### src/rtl/seq_detector_param.sv
// seq_detector_param: parametrised serial sequence detector.
// Flags each occurrence of PATTERN on the serial input w with a one-cycle
// registered pulse on z. Overlap/non-overlap matching is chosen per edge by ovl.
// Optional build feature: define SEQDET_HITCNT_EN to implement the saturating
// hit counter on hit_cnt; when undefined hit_cnt is tied to zero.
module seq_detector_param #(
    parameter int unsigned           PATTERN_W = 4,
    parameter logic [PATTERN_W-1:0]  PATTERN   = 4'b1010,
    parameter int unsigned           CNT_W     = 8
) (
    input  logic             clk,
    input  logic             rst,
    input  logic             en,
    input  logic             clr,
    input  logic             ovl,
    input  logic             w,
    output logic             z,
    output logic [CNT_W-1:0] hit_cnt
);

    localparam int unsigned         HIST_W   = PATTERN_W - 1;
    localparam int unsigned         FILL_W   = $clog2(PATTERN_W + 1);
    localparam logic [FILL_W-1:0]   FILL_MAX = FILL_W'(PATTERN_W - 1);

    typedef enum logic [1:0] {
        PH_EMPTY   = 2'd0,
        PH_FILLING = 2'd1,
        PH_ARMED   = 2'd2
    } phase_t;

    logic [HIST_W-1:0]    r_hist;
    logic [FILL_W-1:0]    r_fill;
    logic                 r_z;

    logic [HIST_W-1:0]    w_hist_nxt;
    logic [FILL_W-1:0]    w_fill_nxt;
    logic                 w_z_nxt;
    logic [PATTERN_W-1:0] w_window;
    logic                 w_match;
    phase_t               w_phase;

    // Decode the fill counter into the detector phase
    always_comb begin
        w_phase = PH_FILLING;
        if (r_fill == '0) begin
            w_phase = PH_EMPTY;
        end else if (r_fill >= FILL_MAX) begin
            w_phase = PH_ARMED;
        end
    end

    // State register: shift history, fill count and the registered match pulse
    always_ff @(posedge clk or negedge rst) begin
        if (!rst) begin
            r_hist <= '0;
            r_fill <= '0;
            r_z    <= 1'b0;
        end else begin
            r_hist <= w_hist_nxt;
            r_fill <= w_fill_nxt;
            r_z    <= w_z_nxt;
        end
    end

    // Next-state: clear beats stall beats sample; z only pulses on a sampled match
    always_comb begin
        w_hist_nxt = r_hist;
        w_fill_nxt = r_fill;
        w_z_nxt    = 1'b0;
        w_window   = {r_hist, w};
        w_match    = 1'b0;
        if (clr) begin
            w_hist_nxt = '0;
            w_fill_nxt = '0;
        end else if (en) begin
            w_match    = (w_phase == PH_ARMED) && (w_window == PATTERN);
            w_hist_nxt = w_window[HIST_W-1:0];
            w_z_nxt    = w_match;
            if (w_match) begin
                // Non-overlap restart discards every bit already seen
                w_fill_nxt = ovl ? FILL_MAX : '0;
            end else if (w_phase == PH_ARMED) begin
                w_fill_nxt = FILL_MAX;
            end else begin
                w_fill_nxt = FILL_W'(r_fill + 1'b1);
            end
        end
    end

    assign z = r_z;

`ifdef SEQDET_HITCNT_EN
    logic [CNT_W-1:0] r_cnt;

    // Saturating count of matches; cleared together with the history
    always_ff @(posedge clk or negedge rst) begin
        if (!rst) begin
            r_cnt <= '0;
        end else if (clr) begin
            r_cnt <= '0;
        end else if (w_match && (r_cnt != {CNT_W{1'b1}})) begin
            r_cnt <= CNT_W'(r_cnt + 1'b1);
        end
    end

    assign hit_cnt = r_cnt;
`else
    assign hit_cnt = {CNT_W{1'b0}};
`endif

endmodule
### config.mk
export PLATFORM = sky130hd
export DESIGN_NAME = seq_detector_param
export DESIGN_NICKNAME = d
export VERILOG_FILES = /design/src/rtl/seq_detector_param.sv
export SDC_FILE = /design/constraint.sdc
export NUM_CORES = 1
export LEC_CHECK = 0
export ABC_AREA = 1
export CORE_AREA = 2 2 39 41
export DETAILED_ROUTE_END_ITERATION = 8
export DIE_AREA = 0 0 41 43
export PLACE_DENSITY_LB_ADDON = 0.2
export SLEW_MARGIN = 40
export SYNTH_ARGS = -nofsm -noshare
export SYNTH_HDL_FRONTEND = slang
export SYNTH_SLANG_ARGS = --single-unit
### constraint.sdc
create_clock -name clk -period 1.8 [get_ports clk]
set_clock_uncertainty 0.05 [all_clocks]
set_input_delay 0.36 -clock clk [delete_from_list [all_inputs] [get_ports clk]]
set_output_delay 0.36 -clock clk [all_outputs]
set_load 0.005 [all_outputs]
# Word-level counts from Yosys, hierarchy flattened
# Index checks and enable logic that the tools add are counted.
[word_totals]
reg_bits = 7
in_bits = 6
output_inout_bits = 9
elab_cells = 21
[op_classes]
n_addsub = 1
magnitude_cmp = 1
n_eq_ne = 2
mux = 11
n_reduce_logical = 3
[ops]
columns = ["op", "n"]
rows = [
  ["3-bit two-way mux", 6],
  ["2-bit two-way mux", 3],
  ["4-bit == test, second input constant", 1],
  ["3-bit by 1-bit adder with 3-bit output, second input constant", 1],
  ["3-bit by 2-bit greater-or-equal comparator with 1-bit output, second input constant", 1],
  ["3-bit zero test", 1],
  ["2-bit == test, second input constant", 1],
  ["1-bit two-way mux", 2],
  ["2-bit nonzero test", 1],
  ["1-bit logical AND", 1],
]

# Depth between registers and ports, before layout
[logic_depth]
depth_word = 8
ltp_mapped = 10
depth_no_buf = 10

# Worst setup path after synthesis
# No wires, ideal clock.
[synth_path]
path_kind = "register -> register"
from = "reg r_fill[0]"
to = "reg r_fill[0]"
setup_ps = 116
arrival_ps = 1218
t_required_ps = 1634
setup_slack_ps = 416
path_stages_with_launch = 11
n_path_buf = 0
synth_period_minus_slack_ps = 1384
path_cell_list = "dfrtp_1 -> ha_1 -> ha_1 -> clkinvlp_2 -> nand2_1 -> nand2_2 -> nand3_1 -> nand2_1 -> clkinv_1 -> nand2_1 -> nand2_1"
[synth_via]
elab_chain_len = 8
word_cells_on_any_way = 11
cone_classes = "add/sub: 1; order compare: 1; eq/ne: 1; mux: 6; reduce/logical: 2"
[synth_lines]
columns = ["element", "line", "rtl"]
rows = [
  ["start: declaration", "32", "logic [FILL_W-1:0] r_fill;"],
  ["start signal: assignment", "60", "r_fill <= w_fill_nxt;"],
  ["3-bit by 2-bit greater-or-equal comparator with 1-bit output", "47", "end else if (r_fill >= FILL_MAX) begin"],
  ["2-bit two-way mux", "47", ""],
  ["2-bit two-way mux", "45", "if (r_fill == '0) begin"],
  ["2-bit == test", "76, 82", ""],
  ["3-bit two-way mux or 1-bit logical AND (tied branches)", "82, 76", ""],
  ["3-bit two-way mux *", "79", "if (w_match) begin"],
  ["3-bit two-way mux *", "75", "end else if (en) begin"],
  ["3-bit two-way mux *", "72", "if (clr) begin"],
]
# Mark *: on every way between the ends. The rest lies on a longest branch, timed or not. The select of a mux whose other input is x is not followed.
# A chain may end at the register's enable or synchronous reset.

# Final worst setup path
# Ends and elaborated chain as after synthesis.

==> flow_summary.toml <==
[global_route]
grt_pass1_wl_microns = 1280
antenna_found_initial = 0
grt_max_degree = 8
grt_pass1_vias = 339
grtUsageTotal_pct = 11.0
gr-total-overflow = 0

[timing]
setup_viol = 0
max_freq_mhz = 667
drv_slew = 0
hold_violations = 0
rsz0062_at_grt = "false"
finalSetupTns_ps = 0
period_minus_slack_ps = 1500
timing.final.crit_share_pct = 83.3

[critical_path]
cp-end-kind = "flop"
critical_path.startpoint_type = "flop"
reg2reg_slack_ps = 300
critPathMaxStageDelay_ps = 430
crit_chain = "ha_1, ha_1, clkinvlp_2, nand2_1, nand2_2, nand3_1, nand2_1, clkinv_1, nand2_1, nand2_1"
crit_type = "reg2reg"
reg2reg_depth = 10
cp_num_buf_inv = 2
crit_arrival_ps = 1590
path_delay_family = "flip-flops"
worstPathRequired_ps = 1890
crit_path_top_delay_cell = "dfrtp_1"
cp_num_cells = 10
cp_max_fo = 5
crit_path_end = "r_fill[0]"
crit_path_frequent_cell = "nand2_1"
startpoint = "r_fill[0]"
timing.rr.start = "r_fill[0]"
r2r_end = "r_fill[0]"

[layout]
final_cells = 86
final_cell_area_sq_um = 571
area_growth_pct = 14.6
final_util_pct = 41.2
n_antenna_cell = 0
layout_commonest_cell = "nand2_1"
nNetsFinal = 80
layout_common_cells = "13 x nand2_1, 8 x conb_1, 7 x dfrtp_1"
drive_above_1_share_pct = 24.3

[clock_tree]
hold_buffers = 0
cts_tree = "yes"
cts-resized-gates = 0
root_buffer = "clkbuf_4"
numCtsBuffers = 3
clkSinkCount = 7
cts_setup_buffers = 0
htreeDepth = 1
clk_path_buf_depth = 2
clk_pin_slew_ps = 50
clk_latency_ps = 250

[yosys]
synth_area_leaders = "dfrtp_1 35%, buf_4 12%, nand2_1 9.8%"
yosys.area.top_type = "dfrtp_1"
syn_area_sq_um = 498
synth-seq-cells = 7
synth_top_area_share_pct = 35.2
synthCells = 61
synthDistinctLibCells = 19
syn_avg_cell_area_sq_um = 8.16
synth_seq_area_share_pct = 35.2
yosysWarnings = 0

[detailed_routing]
drt_wl_total_microns = 717
dr.pass1.iters = 5
drc_errors = 0
ant_nets = 0
drtIter0Drc = 5
wl_per_cell_microns = 8.34
routed_via_density = 4.30
vias = 370

[placed_design]
dp_cells = 82
hpwl_microns = 576
routabilityCongestion = 0.778
io_buffers = 6
dpl_cell_area_sq_um = 544

[die]
start_util_pct = 36.0
core-area_sq_um = 1380
row_count = 14
die_y_microns = 43
die-area_sq_um = 1760
dieWidth_microns = 41
pin_count = 15

[power]
power_density_nw_per_um2 = 657
total_power_uw = 375
vdd_drop_max_mv = 0.373
p_leak_nw = 0.315

[worst_hold_path]
min_path_type = "in2async"

[flow_run]
maxCapViolations = 0

[status]
outcome = "finished, final reports clean"
==> sequential cells by signal (all words and copies together) (netlist names) <==
name	flops
r_hist	3
r_fill	3
z	1
==> where the power goes <==
part / internal [mW] / leakage [nW] / total, mW / switching (mW)
clock network: 0.0846 / 0.0150 / 0.142 / 0.0577
registers: 0.164 / 0.0953 / 0.171 / 0.00692
logic: 0.0262 / 0.204 / 0.0612 / 0.0350
total: 0.275 / 0.315 / 0.375 / 0.0996
==> stage by stage <==
step / worst slack (ps) / hold slack [ps]
floorplan: 416 / 14.4
global placement: 322 / 435
detailed placement: 309 / 445
CTS: 298 / 325
global route: 148 / 339
finish: 301 / 317
==> worst reg2reg max path: stages, from the launching register on <==
cell,delay [ps]
dfrtp_1,430
ha_1,220
ha_1,180
clkinvlp_2,60
nand2_1,50
nand2_2,90
nand3_1,80
nand2_1,70
clkinv_1,50
nand2_1,50
nand2_1,50
==> how the worst min path moves through the flow <==
stage                endpoint  startpoint  cells after the start
floorplan           r_fill[0]         rst                      0
CTS                 r_hist[2]         rst                      1
finish              r_hist[1]         rst                      1
global route        r_hist[2]         rst                      1
detailed placement  r_hist[2]   r_hist[2]                      2
global placement    r_hist[2]   r_hist[2]                      2
==> synth_stat cells <==
master / instances
clkinv_1: 2
nor2_1: 2
inv_8: 1
conb_1: 1
nor2_4: 2
ha_1: 3
inv_1: 4
nor2_2: 1
nand3b_4: 1
buf_4: 8
inv_2: 6
clkinvlp_2: 1
nand2_1: 13
o21ai_1: 2
nand2_4: 1
nand3_1: 3
nand2_2: 1
o22ai_1: 2
dfrtp_1: 7
==> cell families (layout without fill, tap and decap cells) <==
logic type               count (synthesis)  count (layout)  synth area share [%]
AO/OA/AOI/OAI                            4               4                  4.52
AND/OR/NAND/NOR                         24              24                  27.6
adder cells (fa/ha/maj)                  3               3                  7.54
flip-flops                               7               7                  35.2
buffers and inverters                   22              24                  24.4
other                                    1               8                 0.753
==> cell type report <==
cell class / count / area (sq um)
multi-input cells: 39 / 228
well taps: 16 / 20.0
flip-flops and latches: 7 / 175
repair buffers: 6 / 60.1
fillers: 144 / 813
inverters: 14 / 61.3
clock buffers: 4 / 26.3
==> per-layer routing <==
| layer | GRT usage, % | wire length [microns] |
|---|---|---|
| met5 | 0 | 0 |
| met4 | 8.00 | 18 |
| met3 | 3.14 | 26 |
| met2 | 15.9 | 361 |
| met1 | 13.0 | 310 |
Power figures use the tool's default switching activity.
